===== config.mk =====
export PLATFORM = sky130hd
export DESIGN_NAME = central_register_bank
export DESIGN_NICKNAME = d
export VERILOG_FILES = /design/src/rtl/central_register_bank.sv
export SDC_FILE = /design/constraint.sdc
export NUM_CORES = 1
export LEC_CHECK = 0
export CORE_MARGIN = 5
export CORE_UTILIZATION = 30
export DETAILED_ROUTE_END_ITERATION = 10
export SYNTH_ARGS = -nofsm -noshare
export SYNTH_HDL_FRONTEND = slang
export SYNTH_SLANG_ARGS = --single-unit

===== constraint.sdc =====
create_clock -name SIM_CLK -period 8.1 [get_ports SIM_CLK]
set_input_delay 1.62 -clock SIM_CLK [delete_from_list [all_inputs] [get_ports SIM_CLK]]
set_output_delay 1.62 -clock SIM_CLK [all_outputs]
set_load 0.005 [all_outputs]

===== src/rtl/central_register_bank.sv =====
// Central register bank: A, L, Q, Z and B driven by the service-gate strobes.
// Clear, write-OR and read gates act per clock edge; reads are combinational.
module central_register_bank #(
    parameter int WIDTH = 16,
    parameter logic [WIDTH-1:0] Z_RESET = WIDTH'(16'o04000)
) (
    input  logic             SIM_CLK,
    input  logic             SIM_RST,
    input  logic             VCC,
    input  logic             GND,
    input  logic [WIDTH-1:0] WL_n,
    input  logic             CAG,
    input  logic             CQG,
    input  logic             CZG,
    input  logic             CBG,
    input  logic             CLG1G,
    input  logic             CLG2G,
    input  logic             WAG_n,
    input  logic             WLG_n,
    input  logic             WQG_n,
    input  logic             WZG_n,
    input  logic             WBG_n,
    input  logic             WALSG_n,
    input  logic             RAG_n,
    input  logic             RLG_n,
    input  logic             RQG_n,
    input  logic             RZG_n,
    input  logic             RBHG_n,
    input  logic             RBLG_n,
    input  logic             RCG_n,
    output logic [WIDTH-1:0] RL_n,
    output logic             A_OVF,
    output logic             A_POSOVF,
    output logic             A_NEGOVF,
    output logic             BUS_MULTI
);

    localparam int HALF = WIDTH / 2;

    // L bits 1..WIDTH-2 belong to CLG1G, the top two bits to CLG2G
    localparam logic [WIDTH-1:0] L_LO_MASK = {2'b00, {(WIDTH-2){1'b1}}};
    localparam logic [WIDTH-1:0] L_HI_MASK = ~L_LO_MASK;
    localparam logic [WIDTH-1:0] B_LO_MASK = {{(WIDTH-HALF){1'b0}}, {HALF{1'b1}}};
    localparam logic [WIDTH-1:0] B_HI_MASK = ~B_LO_MASK;

    // supply pins carry no logic
    logic unused_pins;
    assign unused_pins = VCC ^ GND;

    logic [WIDTH-1:0] wl;
    logic [WIDTH-1:0] a_q, l_q, q_q, z_q, b_q;
    logic [WIDTH-1:0] a_d, l_d, q_d, z_d, b_d;
    logic [WIDTH-1:0] l_clr, l_wr, l_shift;
    logic [WIDTH-1:0] rl;
    logic [2:0]       src_cnt;
    logic             multi_d;

    assign wl = ~WL_n;

    // WALSG path: WL bits 1-2 land in L bits 13-14
    always_comb begin
        l_shift = '0;
        l_shift[13:12] = wl[1:0];
    end

    // next-state: clear first, then OR in the write bus
    always_comb begin
        l_clr = (CLG1G ? L_LO_MASK : '0) | (CLG2G ? L_HI_MASK : '0);
        l_wr  = (!WLG_n ? wl : '0) | (!WALSG_n ? l_shift : '0);
        a_d = (CAG ? '0 : a_q) | (!WAG_n ? wl : '0);
        l_d = (l_q & ~l_clr) | l_wr;
        q_d = (CQG ? '0 : q_q) | (!WQG_n ? wl : '0);
        z_d = (CZG ? '0 : z_q) | (!WZG_n ? wl : '0);
        b_d = (CBG ? '0 : b_q) | (!WBG_n ? wl : '0);
    end

    // register bank state
    always_ff @(posedge SIM_CLK or posedge SIM_RST) begin
        if (SIM_RST) begin
            a_q <= '0;
            l_q <= '0;
            q_q <= '0;
            z_q <= Z_RESET;
            b_q <= '0;
        end else begin
            a_q <= a_d;
            l_q <= l_d;
            q_q <= q_d;
            z_q <= z_d;
            b_q <= b_d;
        end
    end

    // read bus: wired-OR of every selected source, pre-edge values
    always_comb begin
        rl = '0;
        if (!RAG_n)  rl = rl | a_q;
        if (!RLG_n)  rl = rl | l_q;
        if (!RQG_n)  rl = rl | q_q;
        if (!RZG_n)  rl = rl | z_q;
        if (!RBHG_n) rl = rl | (b_q & B_HI_MASK);
        if (!RBLG_n) rl = rl | (b_q & B_LO_MASK);
        if (!RCG_n)  rl = rl | ~b_q;
        RL_n = ~rl;
    end

    // B halves together count as a single source
    always_comb begin
        src_cnt = 3'(!RAG_n) + 3'(!RLG_n) + 3'(!RQG_n) + 3'(!RZG_n)
                + 3'(!RCG_n) + 3'(!RBHG_n || !RBLG_n);
        multi_d = (src_cnt >= 3'd2);
    end

    // diagnostic flag for bus contention seen on the last edge
    always_ff @(posedge SIM_CLK or posedge SIM_RST) begin
        if (SIM_RST) begin
            BUS_MULTI <= 1'b0;
        end else begin
            BUS_MULTI <= multi_d;
        end
    end

    // overflow decode from the two top bits of A
    always_comb begin
        A_OVF    = a_q[WIDTH-1] ^ a_q[WIDTH-2];
        A_POSOVF = !a_q[WIDTH-1] && a_q[WIDTH-2];
        A_NEGOVF = a_q[WIDTH-1] && !a_q[WIDTH-2];
    end

endmodule


==> results of run 1 <==
## layout by cell type, fill, tap and decap left out, drive strengths merged
cell and n:
nor3 16, nand2 1, o22ai 115, clkdlybuf4s50 56, or2 1, o21ai 2
mux2i 11, nor2b 1, dfrtp 80, fa 3, o22a 2, dfstp 1
clkinv 3, clkbuf 12, inv 85, buf 1, ha 2
## layout make-up
class	instances	share of cell area
clock buffers	12	0.0596
clock inverters	3	0.00336
inverters	85	0.0713
multi-input cells	154	0.244
flip-flops and latches	81	0.453
well taps	147	0.0411
repair buffers	57	0.127
## sequential cells by signal, indices dropped and copies added, names as in the netlist
name / cells
a_q: 16
b_q: 16
l_q: 16
q_q: 16
z_q: 16
BUS_MULTI: 1
## cells by family after synthesis
logic type,count (synthesis),synth area share
compound gates,119,0.206
buf+inv,115,0.139
flops,81,0.560
simple gates,19,0.0418
mux,11,0.0304
fa+ha+maj,5,0.0235
## power by group
| part | internal, mW | switching (mW) | leakage [nW] |
|---|---|---|---|
| clock network | 0.229 | 0.154 | 0.144 |
| registers | 0.442 | 0.0124 | 0.978 |
| logic | 0.0782 | 0.0933 | 0.888 |
| total | 0.750 | 0.260 | 2.01 |
## stage by stage
step	setup WS [ns]	util	instances	cell area, µm²	power, mW
after floorplan	4.34	-	350	3620	0.561
after global placement	2.69	0.352	524	4190	0.628
after detailed placement	2.66	0.352	524	4190	0.634
after CTS	2.64	0.376	539	4470	1.02
after global routing	2.63	0.376	539	4470	1.05
final	2.75	0.376	539	4470	1.01
## worst max-delay path by stage
| stage | from | to | slack [ns] | depth (start not counted) |
|---|---|---|---|---|
| after floorplan | RLG_n | RL_n[10] | 4.34 | 4 |
| after global placement | RLG_n | RL_n[7] | 2.69 | 4 |
| after detailed placement | RCG_n | RL_n[7] | 2.66 | 4 |
| after CTS | RCG_n | RL_n[7] | 2.64 | 4 |
| after global routing | RLG_n | RL_n[4] | 2.63 | 4 |
| final | RAG_n | RL_n[7] | 2.75 | 4 |
## critical path, cell delays in order
cell and delay [ns]:
clkdlybuf4s50_1 1.05, o22ai_1 0.21, nor3_1 0.28, clkdlybuf4s50_1 0.56
## metal layers
metal | vias up | GRT usage | wire length [µm]
met3 | 13 | 0.0236 | 629
li1 | 1292 | - | -
met1 | 1428 | 0.187 | 4280
met4 | 0 | 0.0523 | 154
met5 | - | 0 | 0
met2 | 93 | 0.249 | 5360
==> impl_metrics.tcl, run 1 <==
set metrics [dict create \
    cts_resized 0 \
    grt_pass1_vias 2914 \
    nets 432 \
    dp_hpwl_um 6300 \
    cts_tree "built" \
    critPathMaxFanout 17 \
    multiInputGateArea_um2 1090 \
    area_delta_synth_final_pct 23.4 \
    cts_buffers 9 \
    routabilityCongestion 0.762 \
    drive_above_1_share 0.0765 \
    min_from "l_q[2]$_DFF_PP0_" \
    max_clock_freq_mhz 187 \
    clk_pin_slew_ns 0.06 \
    grt_overflow 0 \
    wl_per_cell_um 19.3 \
    whs_ns 0.507 \
    async_flop_share 1.00 \
    slew_violations 0 \
    reg2reg_slack_ns 7.30 \
    clk_latency_ns 0.32 \
    rr_endpoint "z_q[11]$_DFF_PP1_" \
    h-tree-depth 3 \
    grt_max_degree 82 \
    core_um2 11900 \
    min_path_type "flip-flop to flip-flop" \
    hold_path_depth 2 \
    end_kind "primary output" \
    cts_buffer_depth 2 \
    synth_cell_types 19 \
    cts_root_buf "clkbuf_16" \
    dr_total_vias 2826 \
    yosysTopAreaCellShare 0.552 \
    max-cap-violations 0 \
    reg2reg_depth 2 \
    seq_area_frac_synth 0.560 \
    holdBufCountCts 0 \
    critical_path_required_ns 6.48 \
    leakagePower_nw 2.01 \
    drt-total-wl_um 10400 \
    ff_latch_area_um2 2030 \
    synth_largest_area_cell "dfrtp_1" \
    critPathLaunchType "primary input" \
    synthCells 350 \
    fin_setup_tns_ns 0 \
    powerDensity_nw_per_um2 226 \
    fp.dieArea_um2 14400 \
    ir_worst_vdd_uv 87.2 \
    rsz0062_at_grt "false" \
    fillers 1180 \
    synthesis.area_um2 3620 \
    io_pins 59 \
    grt_pass1_wl_um 16300 \
    cts_setup_buffers 0 \
    worstSetupPathType "primary input to primary output" \
    drc 0 \
    synth-main-ff-cell "dfrtp_1" \
    die_y_um 120 \
    start_util 0.304 \
    clock_skew_ns 0 \
    slew_headroom 0.314 \
    avgSynthCellArea_um2 10.4 \
    drt_iter0_markers 150 \
    synth-edff-count 0 \
    min_to "l_q[2]$_DFF_PP0_" \
    grtUsageTotal 0.146 \
    rows 40 \
    tightest_slew_ns 1.03 \
    synthTopCellsByArea "dfrtp_1 55%, o22ai_1 20%, inv_1 8.8%" \
    yosysMostFrequentCell "o22ai_1" \
    setup_viol 0 \
    synth_nets 394 \
    ys_seq_elements 81 \
    avgViaCountPerCell 5.24 \
    antenna_found_initial 0 \
    cts_sinks 81 \
    diodes 0 \
    synth_warnings 0 \
    r2r-start "z_q[11]$_DFF_PP1_" \
    fin_crit_ns 5.35 \
    ys_top_cells_by_count "115 x o22ai_1, 85 x inv_1, 80 x dfrtp_1" \
    port_buffers 56 \
    die_x_um 120 \
    arrival_ns 3.73 \
    ant_nets 0 \
    hold_viol 0 \
    drt_pre_antenna_iters 4 \
    status "complete, no violations" \
    timing.final.crit_share 0.660 \
]
Note: power is estimated with default switching activity, not from simulation.
==> run 2: changes to the inputs <==
==> constraint.sdc (replaced) <==
create_clock -name SIM_CLK -period 5.3 [get_ports SIM_CLK]
set_input_delay 1.06 -clock SIM_CLK [delete_from_list [all_inputs] [get_ports SIM_CLK]]
set_output_delay 1.06 -clock SIM_CLK [all_outputs]
set_load 0.005 [all_outputs]
==> run 2 against run 1 <==
Net effect: combinational power grew 53%; first-iteration DRC count shrank 10%; setup slack lost 1.7 ns; hold slack gained 0.0026 ns; sequential share of layout area shrank 0.11 points; clock skew is the same; critical path type unchanged; largest power group unchanged.
==> impl_metrics.tcl, run 2 (same netlist as run 1, synthesis figures left out) <==
set metrics [dict create \
    dr_total_vias 2796 \
    port_buffers 56 \
    ant_nets 0 \
    critPathMaxFanout 17 \
    max-cap-violations 0 \
    antenna_found_initial 0 \
    fp.dieArea_um2 14400 \
    drc 0 \
    clk_latency_ns 0.32 \
    clk_pin_slew_ns 0.06 \
    core_um2 11900 \
    multiInputGateArea_um2 1090 \
    critPathLaunchType "primary input" \
    rows 40 \
    setup_viol 0 \
    dp_hpwl_um 6340 \
    timing.final.crit_share 0.800 \
    end_kind "primary output" \
    final_common_cell "o22ai_1" \
    avgViaCountPerCell 5.17 \
    cts_sinks 81 \
    diodes 0 \
    fin_crit_ns 4.24 \
    grt_max_degree 45 \
    reg2reg_slack_ns 4.49 \
    min_path_type "flip-flop to flip-flop" \
    worstSetupPathType "primary input to primary output" \
    h-tree-depth 3 \
    max_clock_freq_mhz 236 \
    hold_viol 0 \
    cts_setup_buffers 0 \
    rsz0062_at_grt "false" \
    cts_root_buf "clkbuf_16" \
    critical_path_required_ns 4.24 \
    holdBufCountCts 0 \
    drive_above_1_share 0.0761 \
    start_util 0.304 \
    wl_per_cell_um 19.0 \
    slew_violations 0 \
    cts_resized 0 \
    cts_buffer_depth 2 \
    die_x_um 120 \
    routabilityCongestion 0.746 \
    drt_iter0_markers 135 \
    cts_buffers 9 \
    fin_setup_tns_ns 0 \
    ir_worst_vdd_uv 158 \
    layout_common_cells "115 x o22ai_1, 84 x inv_1, 80 x dfrtp_1" \
    cts_tree "built" \
    reg2reg_depth 2 \
    slew_headroom 0.365 \
    grtUsageTotal 0.146 \
    drt_pre_antenna_iters 4 \
    io_pins 59 \
    arrival_ns 3.18 \
    drt-total-wl_um 10300 \
    clock_skew_ns 0 \
    nets 434 \
    powerDensity_nw_per_um2 345 \
    ff_latch_area_um2 2030 \
    rr_endpoint "z_q[11]$_DFF_PP1_" \
    grt_pass1_vias 2888 \
    tightest_slew_ns 0.949 \
    crit_start "RQG_n" \
    r2r-start "z_q[11]$_DFF_PP1_" \
    status "complete, no violations" \
    whs_ns 0.509 \
    grt_pass1_wl_um 16200 \
    area_delta_synth_final_pct 23.7 \
    crit_end "RL_n[7]" \
    leakagePower_nw 2.01 \
    grt_overflow 0 \
    fillers 1199 \
    die_y_um 120 \
]
## run 2: changes by cell type in the layout (fill, tap and decap cells not counted), sizes merged
cell and delta:
buf +2, clkbuf -1, bufinv +1
## run 2: area by class of cell
type,instances,area share
clock buffers,11,0.0519
repair buffers,59,0.130
flip-flops and latches,81,0.452
multi-input cells,154,0.244
inverters,85,0.0711
clock inverters,4,0.0100
well taps,147,0.0410
## run 2: per-stage QoR
step           std cells   util  power (mW)  cell area [µm²]  setup WS (ns)
3_5_place_dp         526  0.353       0.969             4210          0.998
6_report             541  0.377        1.55             4490           1.06
2_1_floorplan        350      -       0.857             3620           2.16
5_1_grt              541  0.377        1.62             4490          0.983
3_3_place_gp         526  0.353       0.961             4210           1.01
4_1_cts              541  0.377        1.56             4490          0.998
## run 2: power breakdown
part | switching (mW) | internal [mW] | leakage, nW
Clock | 0.229 | 0.360 | 0.139
Sequential | 0.0188 | 0.676 | 0.978
Combinational | 0.142 | 0.120 | 0.898
Total | 0.390 | 1.16 | 2.01
## run 2: how the worst min path moves through the flow
stage                             endpoint  slack, ns  cells after the start        startpoint
final                     l_q[2]$_DFF_PP0_       0.51                      2  l_q[2]$_DFF_PP0_
after global routing      l_q[6]$_DFF_PP0_       0.53                      2  l_q[6]$_DFF_PP0_
after CTS                 l_q[2]$_DFF_PP0_       0.51                      2  l_q[2]$_DFF_PP0_
after detailed placement  l_q[2]$_DFF_PP0_       0.50                      2  l_q[2]$_DFF_PP0_
after global placement    l_q[4]$_DFF_PP0_       0.48                      2  l_q[4]$_DFF_PP0_
after floorplan           l_q[0]$_DFF_PP0_       0.47                      2  l_q[0]$_DFF_PP0_
## run 2: critical path, cell delays in order
cell             delay (ns)
clkdlybuf4s50_1        1.10
o22ai_1                0.14
nor3_1                 0.31
clkdlybuf4s50_1        0.57
## run 2: routing by layer
metal  track usage  routed length [µm]  up-vias
li1              -                   -     1301
met1         0.188                4670     1407
met2         0.248                5160       83
met3        0.0320                 415        5
met4        0.0387                  59        0
met5             0                   0        -
